==> src/rtl/sweep_controller.sv <==
// Frequency sweep sequencer between the user interface and the generator driver.
// Idle: forwards manual freq/mode. Sweeping: steps start->stop, holding each point for a dwell.
module sweep_controller #(
   parameter int FREQ_W  = 32,
   parameter int DWELL_W = 32
) (
   input  logic              clk,
   input  logic              rst,
   input  logic [FREQ_W-1:0] manual_freq,
   input  logic [1:0]        manual_mode,
   input  logic              start,
   input  logic              abort,
   input  logic              loop_en,
   input  logic [FREQ_W-1:0] cfg_start,
   input  logic [FREQ_W-1:0] cfg_stop,
   input  logic [FREQ_W-1:0] cfg_step,
   input  logic [DWELL_W-1:0] cfg_dwell,
   output logic [FREQ_W-1:0] freq,
   output logic [1:0]        mode,
   output logic              freq_upd,
   output logic              busy,
   output logic              done
);

   typedef enum logic {IDLE, DWELL} state_t;

   state_t              state;
   logic [FREQ_W-1:0]   s_start, s_stop, s_step;
   logic [DWELL_W-1:0]  s_reload, dwell_cnt;
   logic                s_loop, s_up;
   logic [1:0]          s_mode;

   logic [FREQ_W:0]     sum, diff;
   logic [FREQ_W-1:0]   next_freq;
   logic                at_stop;
   logic [DWELL_W-1:0]  cfg_reload;

   // Next point computed one bit wider so carry/borrow clamps to stop instead of wrapping.
   always_comb begin
      sum        = {1'b0, freq} + {1'b0, s_step};
      diff       = {1'b0, freq} - {1'b0, s_step};
      next_freq  = s_stop;
      if (s_up) begin
         if (!sum[FREQ_W] && (sum[FREQ_W-1:0] <= s_stop))
            next_freq = sum[FREQ_W-1:0];
      end else begin
         if (!diff[FREQ_W] && (diff[FREQ_W-1:0] >= s_stop))
            next_freq = diff[FREQ_W-1:0];
      end
      at_stop    = (freq == s_stop) || (s_step == '0);
      cfg_reload = (cfg_dwell == '0) ? '0 : cfg_dwell - DWELL_W'(1);
   end

   // NOTE: sequential state uses non-blocking assignments so every register samples pre-edge values.
   always_ff @(posedge clk or posedge rst) begin
      if (rst) begin
         state     <= IDLE;
         freq      <= '0;
         mode      <= '0;
         freq_upd  <= 1'b0;
         busy      <= 1'b0;
         done      <= 1'b0;
         dwell_cnt <= '0;
         s_start   <= '0;
         s_stop    <= '0;
         s_step    <= '0;
         s_reload  <= '0;
         s_loop    <= 1'b0;
         s_up      <= 1'b0;
         s_mode    <= '0;
      end else begin
         freq_upd <= 1'b0;
         done     <= 1'b0;
         case (state)
            IDLE: begin
               freq <= manual_freq;
               mode <= manual_mode;
               busy <= 1'b0;
               if (start && !abort) begin
                  s_start   <= cfg_start;
                  s_stop    <= cfg_stop;
                  s_step    <= cfg_step;
                  s_reload  <= cfg_reload;
                  s_loop    <= loop_en;
                  s_up      <= (cfg_stop >= cfg_start);
                  s_mode    <= manual_mode;
                  freq      <= cfg_start;
                  freq_upd  <= 1'b1;
                  busy      <= 1'b1;
                  dwell_cnt <= cfg_reload;
                  state     <= DWELL;
               end
            end
            DWELL: begin
               mode <= s_mode;
               if (abort) begin
                  busy  <= 1'b0;
                  state <= IDLE;
               end else if (dwell_cnt != '0) begin
                  dwell_cnt <= dwell_cnt - DWELL_W'(1);
               end else if (!at_stop) begin
                  freq      <= next_freq;
                  freq_upd  <= 1'b1;
                  dwell_cnt <= s_reload;
               end else if (s_loop) begin
                  freq      <= s_start;
                  freq_upd  <= 1'b1;
                  dwell_cnt <= s_reload;
               end else begin
                  done  <= 1'b1;
                  busy  <= 1'b0;
                  state <= IDLE;
               end
            end
            default: state <= IDLE;
         endcase
      end
   end

endmodule

==> config.mk <==
export PLATFORM = sky130hd
export DESIGN_NAME = sweep_controller
export DESIGN_NICKNAME = d
export VERILOG_FILES = /design/src/rtl/sweep_controller.sv
export SDC_FILE = /design/constraint.sdc
export NUM_CORES = 1
export LEC_CHECK = 0
export CORE_UTILIZATION = 24
export DETAILED_ROUTE_END_ITERATION = 7
export PLACE_DENSITY = 0.45
export SLEW_MARGIN = 40
export SYNTH_ARGS = -nofsm -noshare
export SYNTH_HDL_FRONTEND = slang
export SYNTH_SLANG_ARGS = --single-unit
==> constraint.sdc <==
create_clock -name clk -period 5.7 [get_ports clk]
set_input_delay 0.57 -clock clk [delete_from_list [all_inputs] [get_ports clk]]
set_output_delay 0.57 -clock clk [all_outputs]
set_load 0.03 [all_outputs]
== Word level (Yosys, flattened, before mapping) ==
Cells that the tools add are included.

* Output and inout port bits: 37
* Logic and storage cells: 81
* Input port bits: 167
* Register bits after elaboration: 202

* Mux-type cells: 36
* Reductions and logical operators: 14
* Order comparisons: 3
* Add/sub/neg operators: 4
* Equal/unequal tests: 9
* Bitwise gates (word level): 1

{| class="wikitable"
|+ Operators with widths
! operator !! count
|-
| 32-bit two-way mux || 14
|-
| 32-bit one-hot mux with 2 select lines || 2
|-
| 32-bit >= comparator || 2
|-
| 32-bit zero test || 2
|-
| 32-bit by 1-bit subtractor with 32-bit output, second input constant || 2
|-
| 32-bit by 32-bit adder with 33-bit output || 1
|-
| 32-bit by 32-bit subtractor with 33-bit output || 1
|-
| 32-bit equality test || 1
|-
| 32-bit less-or-equal comparator || 1
|-
| 32-bit nonzero test || 1
|-
| 1-bit two-way mux || 16
|-
| 3-bit != test, second input constant || 3
|-
| 3-bit AND reduction || 3
|-
| 2-bit != test, second input constant || 3
|-
| 1-bit one-hot mux with 2 select lines || 3
|-
| 4-bit by 3-bit != test with 1-bit output, second input constant || 1
|-
| 2-bit one-hot mux with 2 select lines || 1
|-
| 1-bit logical AND || 3
|-
| 1-bit zero test || 3
|-
| 3-bit by 2-bit != test with 1-bit output, second input constant || 1
|-
| 2-bit AND reduction || 1
|-
| 1-bit logical OR || 1
|-
| 1-bit inverter || 1
|}

== Depth between registers and ports, before layout ==
* Word-level depth: 9
* Gate-level depth with buffers: 22
* Mapped depth without buffers: 20

== Worst setup path after synthesis ==
Ideal clock, no wire load.

* Path type: reg-to-reg
* Start: register freq[8]
* End: register freq[26]
* Path buffers: 2
* Setup time: 0.126 ns
* Clock period less this slack: 5.074 ns
* Stages on the path, launching flop included: 20
* Required time: 5.574 ns
* Arrival: 4.948 ns
* Slack: 0.626 ns
* Cell sequence: dfrtp_1 -> ha_1 -> clkbuf_1 -> inv_1 -> a221oi_1 -> o41ai_1 -> o31a_1 -> o21ba_2 -> a221oi_1 -> o41ai_1 -> xnor2_1 -> ha_1 -> nand4_1 -> nor4_1 -> nand3_1 -> a211o_1 -> clkbuf_1 -> and3_1 -> a211o_1 -> a221o_1

* Cells in the longest elaborated chain, start to end: 9
* Elaborated cells between the ends (all ways): 19
* Classes of those cells: add/sub: 2; order compare: 2; eq/ne: 2; mux: 7; reduce/logical: 6

{| class="wikitable"
|+ Ends and longest elaborated chain
! item !! line !! RTL
|-
| start: declaration || 18 || <nowiki>output logic [FREQ_W-1:0] freq,</nowiki>
|-
| start signal: assignment || 76 || <nowiki>freq <= manual_freq;</nowiki>
|-
| start signal: assignment || 87 || <nowiki>freq <= cfg_start;</nowiki>
|-
| start signal: assignment || 102 || <nowiki>freq <= next_freq;</nowiki>
|-
| 32-bit by 32-bit subtractor with 33-bit output or 32-bit by 32-bit adder with 33-bit output (tied branches) || 41, 40 ||
|-
| 32-bit >= comparator, or another cell as far along || 47 || <nowiki>if (!diff[FREQ_W] && (diff[FREQ_W-1:0] >= s_stop))</nowiki>
|-
| 1-bit logical AND (on tied branches) || 47, 44 ||
|-
| 32-bit two-way mux (on tied branches) || 47, 44 ||
|-
| 32-bit two-way mux || 43 || <nowiki>if (s_up) begin</nowiki>
|-
| 32-bit two-way mux || 101 || <nowiki>end else if (!at_stop) begin</nowiki>
|-
| 32-bit two-way mux || 99 || <nowiki>end else if (dwell_cnt != '0) begin</nowiki>
|-
| 32-bit two-way mux || 96 || <nowiki>if (abort) begin</nowiki>
|-
| 32-bit one-hot mux with 2 select lines || 74 || <nowiki>case (state)</nowiki>
|}

Several ways; a longest one is shown, not always the timed one. The select of a mux whose other input is x is not followed.
A chain may end at the register's enable or synchronous reset.

== Worst setup path after layout ==
* Start: register s_step[13]
* End: register freq[26]

* Cells in the longest elaborated chain, start to end: 9
* Elaborated cells between the ends (all ways): 19
* Classes of those cells: add/sub: 2; order compare: 2; eq/ne: 1; mux: 7; reduce/logical: 7

{| class="wikitable"
|+ Ends and longest elaborated chain
! item !! line !! RTL
|-
| start: declaration || 28 || <nowiki>logic [FREQ_W-1:0] s_start, s_stop, s_step;</nowiki>
|-
| start signal: assignment || 82 || <nowiki>s_step <= cfg_step;</nowiki>
|-
| 32-bit by 32-bit subtractor with 33-bit output or 32-bit by 32-bit adder with 33-bit output (tied branches) || 41, 40 ||
|-
| 32-bit >= comparator, or another cell as far along || 47 ||
|-
| 1-bit logical AND (on tied branches) || 47, 44 ||
|-
| 32-bit two-way mux (on tied branches) || 47, 44 ||
|-
| 32-bit two-way mux || 43 ||
|-
| 32-bit two-way mux || 101 ||
|-
| 32-bit two-way mux || 99 ||
|-
| 32-bit two-way mux || 96 ||
|-
| 32-bit one-hot mux with 2 select lines || 74 ||
|-
| end signal: assignment || 76 ||
|-
| end signal: assignment || 102 ||
|-
| end signal: assignment || 106 || <nowiki>freq <= s_start;</nowiki>
|}

Several ways; a longest one is shown, not always the timed one. The select of a mux whose other input is x is not followed.

==> results_dict.tcl <==
set metrics [dict create \
    dpl.hpwl_mm 59.5 \
    drt_iter0_drc 1433 \
    p_leak_nw 9.25 \
    synth_top_area_frac 0.299 \
    holdBufCountCts 0 \
    synth_edf_count 0 \
    num_vias 17100 \
    antenna_found_initial 7 \
    worstSetupPathType "register to register" \
    drive_above_1_share 0.0838 \
    wirelength_mm 75.0 \
    clk_latency_ps 610 \
    port_buffers 203 \
    ys_ff_latch 202 \
    clockBufferDepth 3 \
    power.density_nw_per_um2 559 \
    nNetsFinal 2733 \
    cts-root-buf "clkbuf_16" \
    arrival_ps 5970 \
    critPathMaxFanout 10 \
    layout_worst_path_cycle_share 0.960 \
    clk_pin_slew_ps 70 \
    die-area_um2 71600 \
    areaGrowthSynthToFinish_pct 27.8 \
    fmax_ghz 0.183 \
    die_w_um 268 \
    ys.flop_type "dfrtp_1" \
    die_h_um 268 \
    grt_use_total 0.206 \
    fin_ws_ps 228 \
    hold_viol_final 0 \
    cts_buffers 29 \
    fillers 7597 \
    min_path_type "input port to async pin" \
    drv_cap 0 \
    setup_viol 0 \
    pre_cts_slack_ps -118 \
    first_global_vias 16600 \
    ir_drop_uv 235 \
    cp-end-kind "register" \
    ys_types 76 \
    cpMaxStageDelayCell "ha_1" \
    routedWlPerCell_um 22.3 \
    utilization 0.310 \
    synth_fp_nets 2505 \
    worstPathRequired_ps 6200 \
    syn_area_per_cell_um2 7.79 \
    globalplace.congestion 0.962 \
    n_antenna_cell 0 \
    synth_area_leader_cell "dfrtp_1" \
    syn_inst 2173 \
    final_common_cell "nand2_1" \
    rows 97 \
    max_stage_delay_ps 520 \
    skew_ps 33.9 \
    ioPinCount 204 \
    ant_nets 0 \
    final_cell_mix "nand2_1 (308), o21ai_0 (217), clkdlybuf4s50_1 (203)" \
    grt_max_degree 132 \
    synth.area.top_cells "dfrtp_1 (30%), ha_1 (12%), nand2_1 (6.9%), o21ai_0 (6.5%), a21oi_1 (5.4%)" \
    async_flop_share 1.00 \
    cts.sinks 202 \
    vias_per_cell 5.08 \
    dr.pass1.iters 6 \
    yosysWarnings 0 \
    overflow 0 \
    status "finished, final reports clean" \
    initial_core_util 0.242 \
    slew_headroom 0.445 \
    cts_tree "built" \
    cts_max_level 1 \
    path_cells "inv_1, ha_1, buf_4, nor2b_1, or2_2, or3_1, o21ba_2, a221oi_1, o41ai_1, xnor2_1, ha_1, nand4_1, nor4_2, nand3_1, a211o_1, buf_4, and3_1, a211o_1, a221o_1" \
    yosysSeqAreaShare 0.299 \
    drv_slew 0 \
    fin_crit_ps 5470 \
    max_slew.worst_pin.slew_ps 825 \
    core_area_um2 69900 \
    synthesis.area_um2 16900 \
    drc 0 \
    grt_first_pass_wirelength_mm 110 \
    critPathLaunchType "register" \
]
logic make-up (layout without fill, tap and decap cells):
kind of cell,after synthesis,count (layout),synth area share
simple gates,754,754,0.204
xor+xnor,135,135,0.0699
buf+inv,249,497,0.0578
compound gates,643,643,0.232
fa+ha+maj,165,165,0.123
mux,25,25,0.0150
flops,202,202,0.299
per-stage QoR:
step	hold WS [ps]	setup TNS [ps]	power, mW	area, um2	instances
final	306	0	12.1	21600	3361
after global routing	325	-6.17	12.9	21600	3361
after CTS	280	0	12.0	21600	3359
after detailed placement	463	-662	10.0	20600	3308
after global placement	455	-108	10.0	20600	3307
after floorplan	440	0	6.74	16900	2173
layer usage:
| metal | up-vias | routed length (um) | global-route usage |
|---|---|---|---|
| met3 | 103 | 3940 | 0.0262 |
| met2 | 500 | 33000 | 0.321 |
| met4 | 14 | 1980 | 0.0494 |
| met1 | 8275 | 36000 | 0.297 |
| li1 | 8172 | - | - |
| met5 | - | 91 | 0 |
state kept, by name, summed over array words and instances (netlist names):
signal     cells
s_loop         1
s_step        32
s_mode         2
freq_upd       1
s_start       32
freq          32
dwell_cnt     32
s_reload      32
s_up           1
state          1
done           1
s_stop        32
mode           2
busy           1
power breakdown:
group	internal [mW]	switching, mW
Combinational	3.11	4.95
Clock	1.10	0.771
Sequential	1.79	0.386
final timing paths:
| kind | endpoint | slack (ps) | depth (start not counted) | from |
|---|---|---|---|---|
| max | freq[26] | 230 | 19 | s_step[13] |
| min in group clk | s_mode[0] | 470 | 2 | s_mode[0] |
| max reg2reg | freq[26] | 230 | 19 | s_step[13] |
| min | s_reload[9] | 310 | 2 | rst |
| min reg2reg | s_mode[0] | 470 | 2 | s_mode[0] |
| max in group asynchronous | s_start[27] | 4260 | 4 | rst |
synth_stat cells, types with 3 or more instances:
cell,n
o21ai_0,219
buf_2,4
o21bai_1,10
a21oi_1,183
clkbuf_1,94
a31o_2,3
mux2i_1,22
inv_1,131
a211oi_1,16
nand4_1,32
o211ai_1,26
and3_1,11
buf_1,12
a31oi_1,10
a21boi_0,4
nor2_1,179
nand3_1,35
o31a_1,10
o41ai_1,9
dfrtp_1,202
clkinv_1,3
a2111oi_0,3
or4_1,8
and4_1,6
mux2_2,3
nand2b_1,23
o311ai_0,8
nor2b_1,19
o22ai_1,13
or2_2,11
ha_1,163
nand2_1,309
xnor2_1,101
nor4_1,35
xor2_1,34
o21a_1,13
o221ai_1,4
clkbuf_8,3
nor3_1,56
a21o_1,26
o31ai_1,22
a221oi_1,26
a211o_1,9
or3_1,13
a41oi_1,6
critical path: cells and delay by family (launching register included):
kind            cells  cell delay, ps
simple gates        7            1630
xor+xnor            1             200
compound gates      6            1770
flops               1             370
fa+ha+maj           2             890
buf+inv             3             500
cell type report:
cell class / instances / area [um2] / area share
Inverter: 134 / 507 / 0.0234
Timing Repair Buffer: 312 / 2940 / 0.136
Tap cell: 940 / 1180 / 0.0544
Clock buffer: 43 / 868 / 0.0401
Clock inverter: 8 / 95.1 / 0.00439
Sequential cell: 202 / 5060 / 0.234
Multi-Input combinational cell: 1722 / 11000 / 0.508
repair_timing:
item / CTS / global route
resized for setup: 2 / 8
buffers inserted: 0 / 1
setup endpoints to repair: 15 / 31
pin swaps: 0 / 1
endpoints found under the hold margin: 0 / 0
gates cloned: 0 / 0
No activity file was read; power rests on OpenSTA's default activity.
